### config.mk
export PLATFORM = sky130hd
export DESIGN_NAME = ram16k_arbiter
export DESIGN_NICKNAME = d
export VERILOG_FILES = /design/src/rtl/ram16k_arbiter_pkg.sv /design/src/rtl/ram16k_arbiter_rr_pick2.sv /design/src/rtl/ram16k_arbiter.sv
export SDC_FILE = /design/constraint.sdc
export NUM_CORES = 1
export LEC_CHECK = 0
export CORE_MARGIN = 4
export CORE_UTILIZATION = 32
export CTS_BUF_LIST = sky130_fd_sc_hd__clkbuf_8
export CTS_CLUSTER_DIAMETER = 80
export CTS_CLUSTER_SIZE = 12
export DETAILED_ROUTE_END_ITERATION = 8
export PLACE_DENSITY_LB_ADDON = 0.2
export SYNTH_ARGS = -nofsm -noshare
export SYNTH_HDL_FRONTEND = slang
export SYNTH_SLANG_ARGS = --single-unit
### constraint.sdc
create_clock -name clk -period 3.13 [get_ports clk]
set_input_delay 0.626 -clock clk [delete_from_list [all_inputs] [get_ports clk]]
set_output_delay 0.626 -clock clk [all_outputs]
set_load 0.02 [all_outputs]
### src/rtl/ram16k_arbiter_pkg.sv
// Shared types and default sizes for the RAM16k two-port arbiter.
// Owner and last-served encodings are used by both the top and the picker.
package ram16k_arbiter_pkg;

  localparam int DATA_W_DEF    = 16;
  localparam int ADDR_W_DEF    = 14;
  localparam int MAX_BURST_DEF = 4;

  typedef enum logic [1:0] {
    OWN_NONE = 2'd0,
    OWN_A    = 2'd1,
    OWN_B    = 2'd2
  } owner_t;

  typedef enum logic {
    SIDE_A = 1'b0,
    SIDE_B = 1'b1
  } side_t;

  function automatic side_t side_of(input owner_t own);
    return (own == OWN_A) ? SIDE_A : SIDE_B;
  endfunction

endpackage

### src/rtl/ram16k_arbiter_rr_pick2.sv
// Combinational two-way round-robin pick with bounded burst.
// A lone requester always wins; contention keeps the owner until its burst is full.
module ram16k_arbiter_rr_pick2
  import ram16k_arbiter_pkg::*;
(
  input  logic   req_a,
  input  logic   req_b,
  input  owner_t owner,
  input  logic   cnt_full,
  input  side_t  last_served,
  output logic   gnt_a,
  output logic   gnt_b
);

  // NOTE: every output gets a default before the branches so no latch is inferred.
  always_comb begin
    gnt_a = 1'b0;
    gnt_b = 1'b0;
    if (req_a && !req_b) begin
      gnt_a = 1'b1;
    end else if (req_b && !req_a) begin
      gnt_b = 1'b1;
    end else if (req_a && req_b) begin
      if (owner == OWN_A && !cnt_full) begin
        gnt_a = 1'b1;
      end else if (owner == OWN_B && !cnt_full) begin
        gnt_b = 1'b1;
      end else if (last_served == SIDE_B) begin
        gnt_a = 1'b1;
      end else begin
        gnt_b = 1'b1;
      end
    end
  end

endmodule

### src/rtl/ram16k_arbiter.sv
// Shares one RAM16k between requesters A (CPU) and B (DMA/refresh).
// Holds arbitration state, drives the RAM directly and registers read data back.
module ram16k_arbiter
  import ram16k_arbiter_pkg::*;
#(
  parameter int DATA_W    = DATA_W_DEF,
  parameter int ADDR_W    = ADDR_W_DEF,
  parameter int MAX_BURST = MAX_BURST_DEF
) (
  input  logic              clk,
  input  logic              reset,

  input  logic              a_req,
  input  logic              a_load,
  input  logic [ADDR_W-1:0] a_address,
  input  logic [DATA_W-1:0] a_in,
  output logic              a_gnt,
  output logic              a_rvalid,
  output logic [DATA_W-1:0] a_out,

  input  logic              b_req,
  input  logic              b_load,
  input  logic [ADDR_W-1:0] b_address,
  input  logic [DATA_W-1:0] b_in,
  output logic              b_gnt,
  output logic              b_rvalid,
  output logic [DATA_W-1:0] b_out,

  output logic [DATA_W-1:0] ram_in,
  output logic [ADDR_W-1:0] ram_address,
  output logic              ram_load,
  input  logic [DATA_W-1:0] ram_out
);

  localparam int CNT_W = $clog2(MAX_BURST + 1);
  localparam logic [CNT_W-1:0] CNT_MAX = CNT_W'(MAX_BURST);
  localparam logic [CNT_W-1:0] CNT_ONE = CNT_W'(1);

  owner_t           owner_q, owner_d;
  side_t            last_q, last_d;
  logic [CNT_W-1:0] cnt_q, cnt_d;
  logic             cnt_full;
  logic             pick_a, pick_b;
  owner_t           granted;

  assign cnt_full = (cnt_q == CNT_MAX);

  ram16k_arbiter_rr_pick2 u_pick (
    .req_a       (a_req),
    .req_b       (b_req),
    .owner       (owner_q),
    .cnt_full    (cnt_full),
    .last_served (last_q),
    .gnt_a       (pick_a),
    .gnt_b       (pick_b)
  );

  // Grants are masked during reset so no access (and no write) reaches the RAM.
  assign a_gnt = pick_a & ~reset;
  assign b_gnt = pick_b & ~reset;

  always_comb begin
    granted = OWN_NONE;
    if (a_gnt) begin
      granted = OWN_A;
    end else if (b_gnt) begin
      granted = OWN_B;
    end
  end

  always_comb begin
    ram_address = '0;
    ram_in      = '0;
    ram_load    = 1'b0;
    if (a_gnt) begin
      ram_address = a_address;
      ram_in      = a_in;
      ram_load    = a_load;
    end else if (b_gnt) begin
      ram_address = b_address;
      ram_in      = b_in;
      ram_load    = b_load;
    end
  end

  always_comb begin
    owner_d = owner_q;
    cnt_d   = cnt_q;
    last_d  = last_q;
    if (granted == OWN_NONE) begin
      owner_d = OWN_NONE;
      cnt_d   = '0;
    end else if (granted == owner_q) begin
      if (!cnt_full) cnt_d = cnt_q + CNT_ONE;
    end else begin
      owner_d = granted;
      cnt_d   = CNT_ONE;
      last_d  = side_of(granted);
    end
  end

  // NOTE: state registers use non-blocking assignments so every flop samples pre-edge values.
  always_ff @(posedge clk or posedge reset) begin
    if (reset) begin
      owner_q <= OWN_NONE;
      cnt_q   <= '0;
      last_q  <= SIDE_B;
    end else begin
      owner_q <= owner_d;
      cnt_q   <= cnt_d;
      last_q  <= last_d;
    end
  end

  // Read data is captured at the end of the grant cycle and held until the next read.
  always_ff @(posedge clk or posedge reset) begin
    if (reset) begin
      a_rvalid <= 1'b0;
      a_out    <= '0;
      b_rvalid <= 1'b0;
      b_out    <= '0;
    end else begin
      a_rvalid <= a_gnt & ~a_load;
      b_rvalid <= b_gnt & ~b_load;
      if (a_gnt && !a_load) a_out <= ram_out;
      if (b_gnt && !b_load) b_out <= ram_out;
    end
  end

endmodule
---- After elaboration in Yosys (flattened, before gate mapping) ----
Index checks and enable logic that the tools add are counted.
cells by class
  bitwise operators ....................... 9
  mux-type cells .......................... 26
  equal/unequal tests ..................... 7
  $add $sub $neg .......................... 1
  reduce and logical (&&, ||, !) cells .... 14
operators with widths
  operator                                       count
  two-way mux 16 bit                             2
  two-way mux 14 bit                             2
  two-way mux 1 bit                              15
  two-way mux 3 bit                              3
  two-way mux 2 bit                              4
  logical AND 1 bit                              7
  zero test 1 bit                                5
  NOT 1 bit                                      5
  bitwise AND 1 bit                              4
  == test 2 x 1 -> 1 bit, second input constant  2
  adder 3 x 1 -> 3 bit, second input constant    1
  == test 3 bit, second input constant           1
  != test 3 bit, second input constant           1
  == test 2 bit                                  1
  == test 2 bit, second input constant           1
  zero test 2 bit                                1
  != test 2 bit, second input constant           1
  AND reduction 2 bit                            1
word-level totals
  flip-flop bits (word level) ............. 40

---- Depth between registers and ports, before layout ----
Gate-level depths: netlist of the first run.
  depth in word-level cells ............... 14
  gate-level depth with buffers ........... 8
  depth with buffers taken out ............ 7

---- Cells and area by module ----
Synthesis of the first run repeated with hierarchy kept, for this count alone.
unflattened totals
  cell total of the unflattened synthesis .. 150
  area, all modules ....................... 1,925.6 um^2
by module, submodules not included
  module                   area an instance (um^2)  cells an instance  sequential area each (um^2)  instances
  ram16k_arbiter           1,888.1                  144                1,002.2                      1
  ram16k_arbiter_rr_pick2  37.5                     6                  0.0                          1

---- Worst setup path before layout of the first run ----
No wires, ideal clock.
  path type ............................... input to output
  start ................................... in reset
  end ..................................... out ram_address[1]
  buffers on the path ..................... 1
  path slack .............................. -0.202 ns
  arrival time ............................ 2.706 ns
  stages on the path ...................... 5
  path through ............................ inv_1 > nand2_1 > a31oi_1 > buf_2 > a22o_1
RTL lines
  item                RTL line              RTL
  start, declared     ram16k_arbiter.sv:11  input logic reset,
  NOT 1 bit           ram16k_arbiter.sv:59  assign a_gnt = pick_a & ~reset;
  bitwise AND 1 bit   ram16k_arbiter.sv:59
  via a_gnt           ram16k_arbiter.sv:17  output logic a_gnt,
  two-way mux 14 bit  ram16k_arbiter.sv:75  if (a_gnt) begin
  end, declared       ram16k_arbiter.sv:30  output logic [ADDR_W-1:0] ram_address,
The timed path passes the listed nets, and every way through them passes these cells.

---- Final worst setup path of the first run ----
  start ................................... reg cnt_q[0]
  end ..................................... out ram_in[14]
on the way
  word-level cells in the longest chain between the ends .. 11
ends and longest elaborated chain
  item                    RTL line                                                      RTL
  start, declared         ram16k_arbiter.sv:41                                          logic [CNT_W-1:0] cnt_q, cnt_d;
  start signal, assigned  ram16k_arbiter.sv:110                                         cnt_q <= cnt_d;
  == test 3 bit (*)       ram16k_arbiter.sv:46                                          assign cnt_full = (cnt_q == CNT_MAX);
  zero test 1 bit (*)     ram16k_arbiter_rr_pick2.sv:24, ram16k_arbiter_rr_pick2.sv:26
  logical AND 1 bit       ram16k_arbiter_rr_pick2.sv:26                                 end else if (owner == OWN_B && !cnt_full) begin
  two-way mux 1 bit       ram16k_arbiter_rr_pick2.sv:26
  two-way mux 1 bit       ram16k_arbiter_rr_pick2.sv:24                                 if (owner == OWN_A && !cnt_full) begin
  two-way mux 1 bit       ram16k_arbiter_rr_pick2.sv:23                                 end else if (req_a && req_b) begin
  two-way mux 1 bit       ram16k_arbiter_rr_pick2.sv:21                                 end else if (req_b && !req_a) begin
  two-way mux 1 bit       ram16k_arbiter_rr_pick2.sv:19                                 if (req_a && !req_b) begin
  bitwise AND 1 bit       ram16k_arbiter.sv:60                                          assign b_gnt = pick_b & ~reset;
  two-way mux 16 bit      ram16k_arbiter.sv:79                                          end else if (b_gnt) begin
  two-way mux 16 bit (*)  ram16k_arbiter.sv:75
  end, declared           ram16k_arbiter.sv:29                                          output logic [DATA_W-1:0] ram_in,
Mark *: on every way between the ends. The rest lies on a longest branch, timed or not.

==> reports/metrics.csv, run 1 <==
metric,value,unit
root_buffer,clkbuf_8,
seq_power_share,35.6,%
fin_crit,3010,ps
port_buffers,148,
synth_edf_count,0,
drt_iter0_drc,50,
worst-setup-path-type,reg -> out,
place_area,0.00365,mm2
h-tree-depth,2,
cts_tree,done,
max_freq,0.332,GHz
arrival,2390,ps
switching_power,0.000666,W
status,"finished, final reports clean",
syn2layout_area_growth,81.6,%
start_util,33.8,%
first_pass_iters,4,
worst_slew_pin_slew,510,ps
power_frac_comb,43.8,%
drc,0,
hold_violations,0,
grt_first_pass_wirelength,10.4,mm
vias,1951,
numCtsBuffers,5,
drv_cap,0,
finalWirelength,6.94,mm
fin_skew,5.23,ps
grt_pass1_vias,2027,
antenna_found_initial,0,
synth_top_area_share,47.6,%
syn_area,0.00205,mm2
clockPowerShare,20.6,%
track_usage,17.4,%
synthTopCellsByArea,"dfrtp_1 48%, mux2_2 18%, a22o_1 13%, buf_2 1.7%, buf_6 1.6%",
power.total,0.00203,W
p_sw_share,32.7,%
crit_required,2500,ps
synth_common_cells,"39 x dfrtp_1, 32 x mux2_2, 31 x a22o_1",
synth_most_common_cell,dfrtp_1,
clkLatencyLatePin,290,ps
vias_per_cell,4.95,
antenna_left,0,
final_area,0.00372,mm2
grt_setup_unrepaired,no,
cts_hold_buffers,0,
maxSlewHeadroom,66.0,%
p_leak,1.59,nW
core_area,0.00606,mm2
routedWlPerCell,17.6,um
fp.dieArea,0.00775,mm2
routabilityCongestion,0.760,
yosys.area.top_type,dfrtp_1,
critPathMaxFanout,32,
finalSetupViolations,0,
pin_count,149,
power_density,547,mW/mm2
avgSynthCellArea,12.4,um2
async_reset_ff_share,100,%
grt-ovfl-total,0,
ys_seq_area_share,48.9,%
fp-row-count,28,
ys_types,36,
layout-drive-gt1-share,19.7,%
final_nets,402,
synth_ff_type,dfrtp_1,
synth_nets,249,
n_antenna_cell,0,
cts.clk_slew.worst_paths,80,ps
cp-start-kind,register,
die_x,88.0,um
p_int,0.00137,W
vdd.ir_drop.worst,0.464,mV
hp-class,reg -> reg,
synth-seq-cells,40,
cts_sinks,40,
synthCells,165,
synth_warnings,0,
die_y,88.0,um
grt_start_max_net_pins,42,
maxSlewViolCount,0,
finalCritPeriodShare,96.3,%
nFillCells,510,
crit_path_end_kind,primary output,
cts_setup_buffers,0,
cts_buffer_depth,2,
dp.final_hpwl,5.47,mm
## cells in the final DEF, fill, tap and decap left out, drive strengths merged, types with 2 or more instances in the layout
cell type and instances:
a21oi 6, a22o 31, a31oi 3, and2 2, buf 10, clkbuf 9
clkdlybuf4s15 12, clkdlybuf4s50 115, clkinvlp 2, dfrtp 39, dlygate4sd2 16, ha 2
inv 4, mux2 32, nand2 7, nand3 2, nand3b 3, nor2 3
o21ai 3
## critical path: stages, from the launching register on
cell           delay, ps
dfrtp_1              410
inv_1                 70
ha_1                 280
a21bo_2              250
a31oi_1              200
and2_1               200
buf_12               190
a22o_1               130
dlygate4sd2_1        350
## sequential cells by signal, indices dropped and copies added (netlist names)
name      count
b_rvalid      1
a_rvalid      1
a_out        16
owner_q       2
last_q        1
cnt_q         3
b_out        16
## cell families after synthesis
family	after synthesis	synth area share [%]
compound gates	52	21.2
flops	40	48.9
fa+ha+maj	2	1.22
simple gates	22	5.92
buf+inv	17	5.13
mux	32	17.6
## path summary, 6_finish.rpt
| path | from | to | slack (ps) | cells past startpoint |
|---|---|---|---|---|
| max | cnt_q[0]$_DFFE_PP0P_ | ram_in[14] | 120 | 8 |
| min | a_out[3]$_DFFE_PP0P_ | a_out[3]$_DFFE_PP0P_ | 510 | 1 |
| max reg2reg | cnt_q[0]$_DFFE_PP0P_ | b_out[2]$_DFFE_PP0P_ | 750 | 8 |
| min reg2reg | a_out[3]$_DFFE_PP0P_ | a_out[3]$_DFFE_PP0P_ | 510 | 1 |
| max in group asynchronous | reset | last_q$_DFFE_PP1P_ | 1860 | 3 |
| min in group asynchronous | reset | cnt_q[0]$_DFFE_PP0P_ | 890 | 3 |
## stage by stage
stage	TNS, ps	hold WS (ps)	util [%]	setup slack, ps	instances
after detailed placement	-3670	495	60.2	-147	386
after global placement	-3250	488	60.2	-141	386
after CTS	0	513	61.4	27.3	394
final	0	508	61.4	117	394
after floorplan	0	478	-	283	165
after global routing	0	528	61.4	0.0973	394
## power groups by stage
| stage | clock, W | combinational [W] | sequential, W |
|---|---|---|---|
| after global placement | 0 | 0.000923 | 0.000729 |
| after floorplan | 0 | 0.000295 | 0.000876 |
| after CTS | 0.000435 | 0.000901 | 0.000726 |
| after global routing | 0.000457 | 0.000946 | 0.000745 |
| after detailed placement | 0 | 0.000927 | 0.000736 |
| final | 0.000418 | 0.000892 | 0.000725 |
## layout make-up
cell class | count | area, um2 | area share, %
clock inverter | 3 | 42.5 | 1.14
inverter | 5 | 22.5 | 0.605
clock buffer | 5 | 68.8 | 1.85
multi-input combinational | 108 | 948 | 25.5
timing repair buffer | 158 | 1540 | 41.5
sequential | 40 | 1000 | 26.9
tap | 75 | 93.8 | 2.52
## routing by layer
layer  vias to the layer above  routed length [um]  track usage, %
met4                         0                 138            5.36
li1                        931                   -               -
met3                        12                 889            7.43
met5                         -                   0               0
met2                       111                3170            29.0
met1                       897                2740            20.3
## timing repair
item / CTS / global route
hold endpoints to repair: 0 / 0
setup endpoints to repair: 32 / 17
gates resized for setup: 32 / 21
gates cloned: 0 / 0
(Power assumes the default switching activity.)
==> run 2: changes to the inputs <==
CAP_MARGIN = 40   (was unset)
==> results of run 2 <==
No change in the layout: final DEF, timing and power equal those of run 1.
==> run 3: changes to the inputs <==
CORE_ASPECT_RATIO = 0.8   (was unset)
CORE_MARGIN = unset   (was 4)
==> reports/metrics.csv, run 3 (synthesis gave the netlist of run 1 again) <==
metric,value,unit,change
finalWirelength,6.37,mm,-8.3%
grt_pass1_vias,1791,,-12%
multi_input_area,948,um2,unchanged
dp.final_hpwl,4.97,mm,-9.2%
routedWlPerCell,15.9,um,-9.9%
cts_buffer_depth,2,,unchanged
finalCritPeriodShare,95.6,%,-0.67 points
ff_latch_area,0.00100,mm2,unchanged
power.total,0.00192,W,-5.6%
p_leak,1.55,nW,-2.6%
worst_slew_pin_slew,497,ps,-12.4 ps
drc,0,,unchanged
max_freq,0.334,GHz,+0.70%
fin_ws,138,ps,+21.0 ps
cts_sinks,40,,unchanged
hp-class,reg -> reg,,
switching_power,0.000645,W,-3.2%
n_antenna_cell,0,,unchanged
final_nets,404,,+0.50%
hold_slack,505,ps,-2.79 ps
critPathMaxFanout,32,,unchanged
status,"finished, final reports clean",,
layout-drive-gt1-share,25.6,%,+5.9 points
fin_crit,2990,ps,-21.0 ps
clockPowerShare,16.2,%,-4.4 points
antenna_found_initial,0,,unchanged
p_sw_share,33.6,%,+0.84 points
fp-row-count,25,,-11%
fp.dieArea,0.00673,mm2,-13%
crit_required,2500,ps,about the same
first_pass_iters,4,,unchanged
cts_tree,done,,
maxSlewHeadroom,66.9,%,+0.82 points
fin_skew,6.70,ps,+1.47 ps
grt_start_max_net_pins,42,,unchanged
cts.clk_slew.worst_paths,70,ps,about the same
final_area,0.00363,mm2,-2.4%
hold_violations,0,,unchanged
final_cell_mix,"115 x clkdlybuf4s50_1, 39 x dfrtp_1, 32 x mux2_2",,
critPathMaxStageDelay,410,ps,about the same
grt-ovfl-total,0,,unchanged
root_buffer,clkbuf_8,,
vias_per_cell,4.75,,-4.1%
cp_top_family,compound AO/OA/AOI/OAI gates,,
antenna_left,0,,unchanged
path_cells,inv_1 -> ha_1 -> a21bo_2 -> a31oi_1 -> and2_1 -> buf_12 -> a22o_1 -> clkdlybuf4s15_1,,
r2r_setup_slack,700,ps,-50 ps
reg_top3,"a_out: 16 flops, b_out: 16 flops, cnt_q: 3 flops",,
nFillCells,525,,+2.9%
worst-path-buf-inv,3,,unchanged
drv_cap,0,,unchanged
numCtsBuffers,5,,unchanged
port_buffers,148,,unchanged
cts_hold_buffers,0,,unchanged
start_util,33.9,%,+0.13 points
power_frac_comb,45.9,%,+2.1 points
syn2layout_area_growth,77.4,%,
die_x,91.5,um,+3.9%
place_area,0.00367,mm2,+0.62%
cp_slowest_cell,dfrtp_1,,
vdd.ir_drop.worst,0.376,mV,-19%
maxSlewViolCount,0,,unchanged
pin_count,149,,unchanged
arrival,2370,ps,-20 ps
setup_tns,0,ps,unchanged
worst-setup-path-type,reg -> out,,
crit_path_end_kind,primary output,,
h-tree-depth,2,,unchanged
seq_power_share,37.9,%,+2.3 points
grt_setup_unrepaired,no,,
place_ws,-122,ps,+24.3 ps
p_int,0.00128,W,-6.8%
cp-start-kind,register,,
grt_first_pass_wirelength,9.32,mm,-11%
power_density,529,mW/mm2,-3.3%
vias,1904,,-2.4%
routabilityCongestion,0.782,,+2.9%
drt_iter0_drc,51,,+2.0%
finalSetupViolations,0,,unchanged
clkLatencyLatePin,280,ps,about the same
die_y,73.6,um,-16%
track_usage,17.6,%,+0.23 points
layout_commonest_cell,clkdlybuf4s50_1,,
core_area,0.00604,mm2,-0.39%
==> run 3: worst paths after layout <==
kind | start | endpoint | cells past startpoint
max | cnt_q[0]$_DFFE_PP0P_ | ram_in[10] | 8
min | b_out[9]$_DFFE_PP0P_ | b_out[9]$_DFFE_PP0P_ | 1
max reg2reg | cnt_q[0]$_DFFE_PP0P_ | b_out[0]$_DFFE_PP0P_ | 8
min reg2reg | b_out[9]$_DFFE_PP0P_ | b_out[9]$_DFFE_PP0P_ | 1
max in group asynchronous | reset | last_q$_DFFE_PP1P_ | 4
min in group asynchronous | reset | b_out[6]$_DFFE_PP0P_ | 4
==> run 3: cell type report <==
type	count	area share (%)
Tap cell	81	2.79
Clock buffer	5	1.89
Clock inverter	2	0.241
Timing Repair Buffer	160	40.8
Multi-Input combinational cell	108	26.1
Inverter	5	0.620
Sequential cell	40	27.6
==> run 3: repair_timing <==
action                     in CTS  in global routing
gates resized for setup        32                 55
buffers inserted                0                  0
setup endpoints to repair      32                 32
==> run 3: per-stage QoR <==
stage / utilization [%] / instances
2_1_floorplan: - / 165
3_3_place_gp: 60.8 / 394
3_5_place_dp: 60.8 / 394
4_1_cts: 61.4 / 401
5_1_grt: 60.2 / 401
6_report: 60.2 / 401
==> run 3: worst register-to-register path, stage by stage (launching register included) <==
cell     delay [ps]
dfrtp_1         410
inv_1            80
ha_1            280
a21bo_2         250
a31oi_1         220
buf_4           150
nand3_1         200
inv_2           340
mux2_2          380
==> run 3: power by group through the flow <==
stage               Sequential, W  Clock, W  Combinational [W]
floorplan                0.000876         0           0.000295
global placement         0.000733         0           0.000915
detailed placement       0.000738         0           0.000921
CTS                      0.000730  0.000323           0.000896
global route             0.000745  0.000348           0.000932
finish                   0.000729  0.000311           0.000882
==> run 3: routing by layer <==
layer / vias up / GRT usage, % / part of all wire (%)
met5: - / 0 / 0
met4: 0 / 2.65 / 0.27
met3: 2 / 5.07 / 4.6
met2: 37 / 27.7 / 50
met1: 934 / 24.6 / 45
li1: 931 / - / -
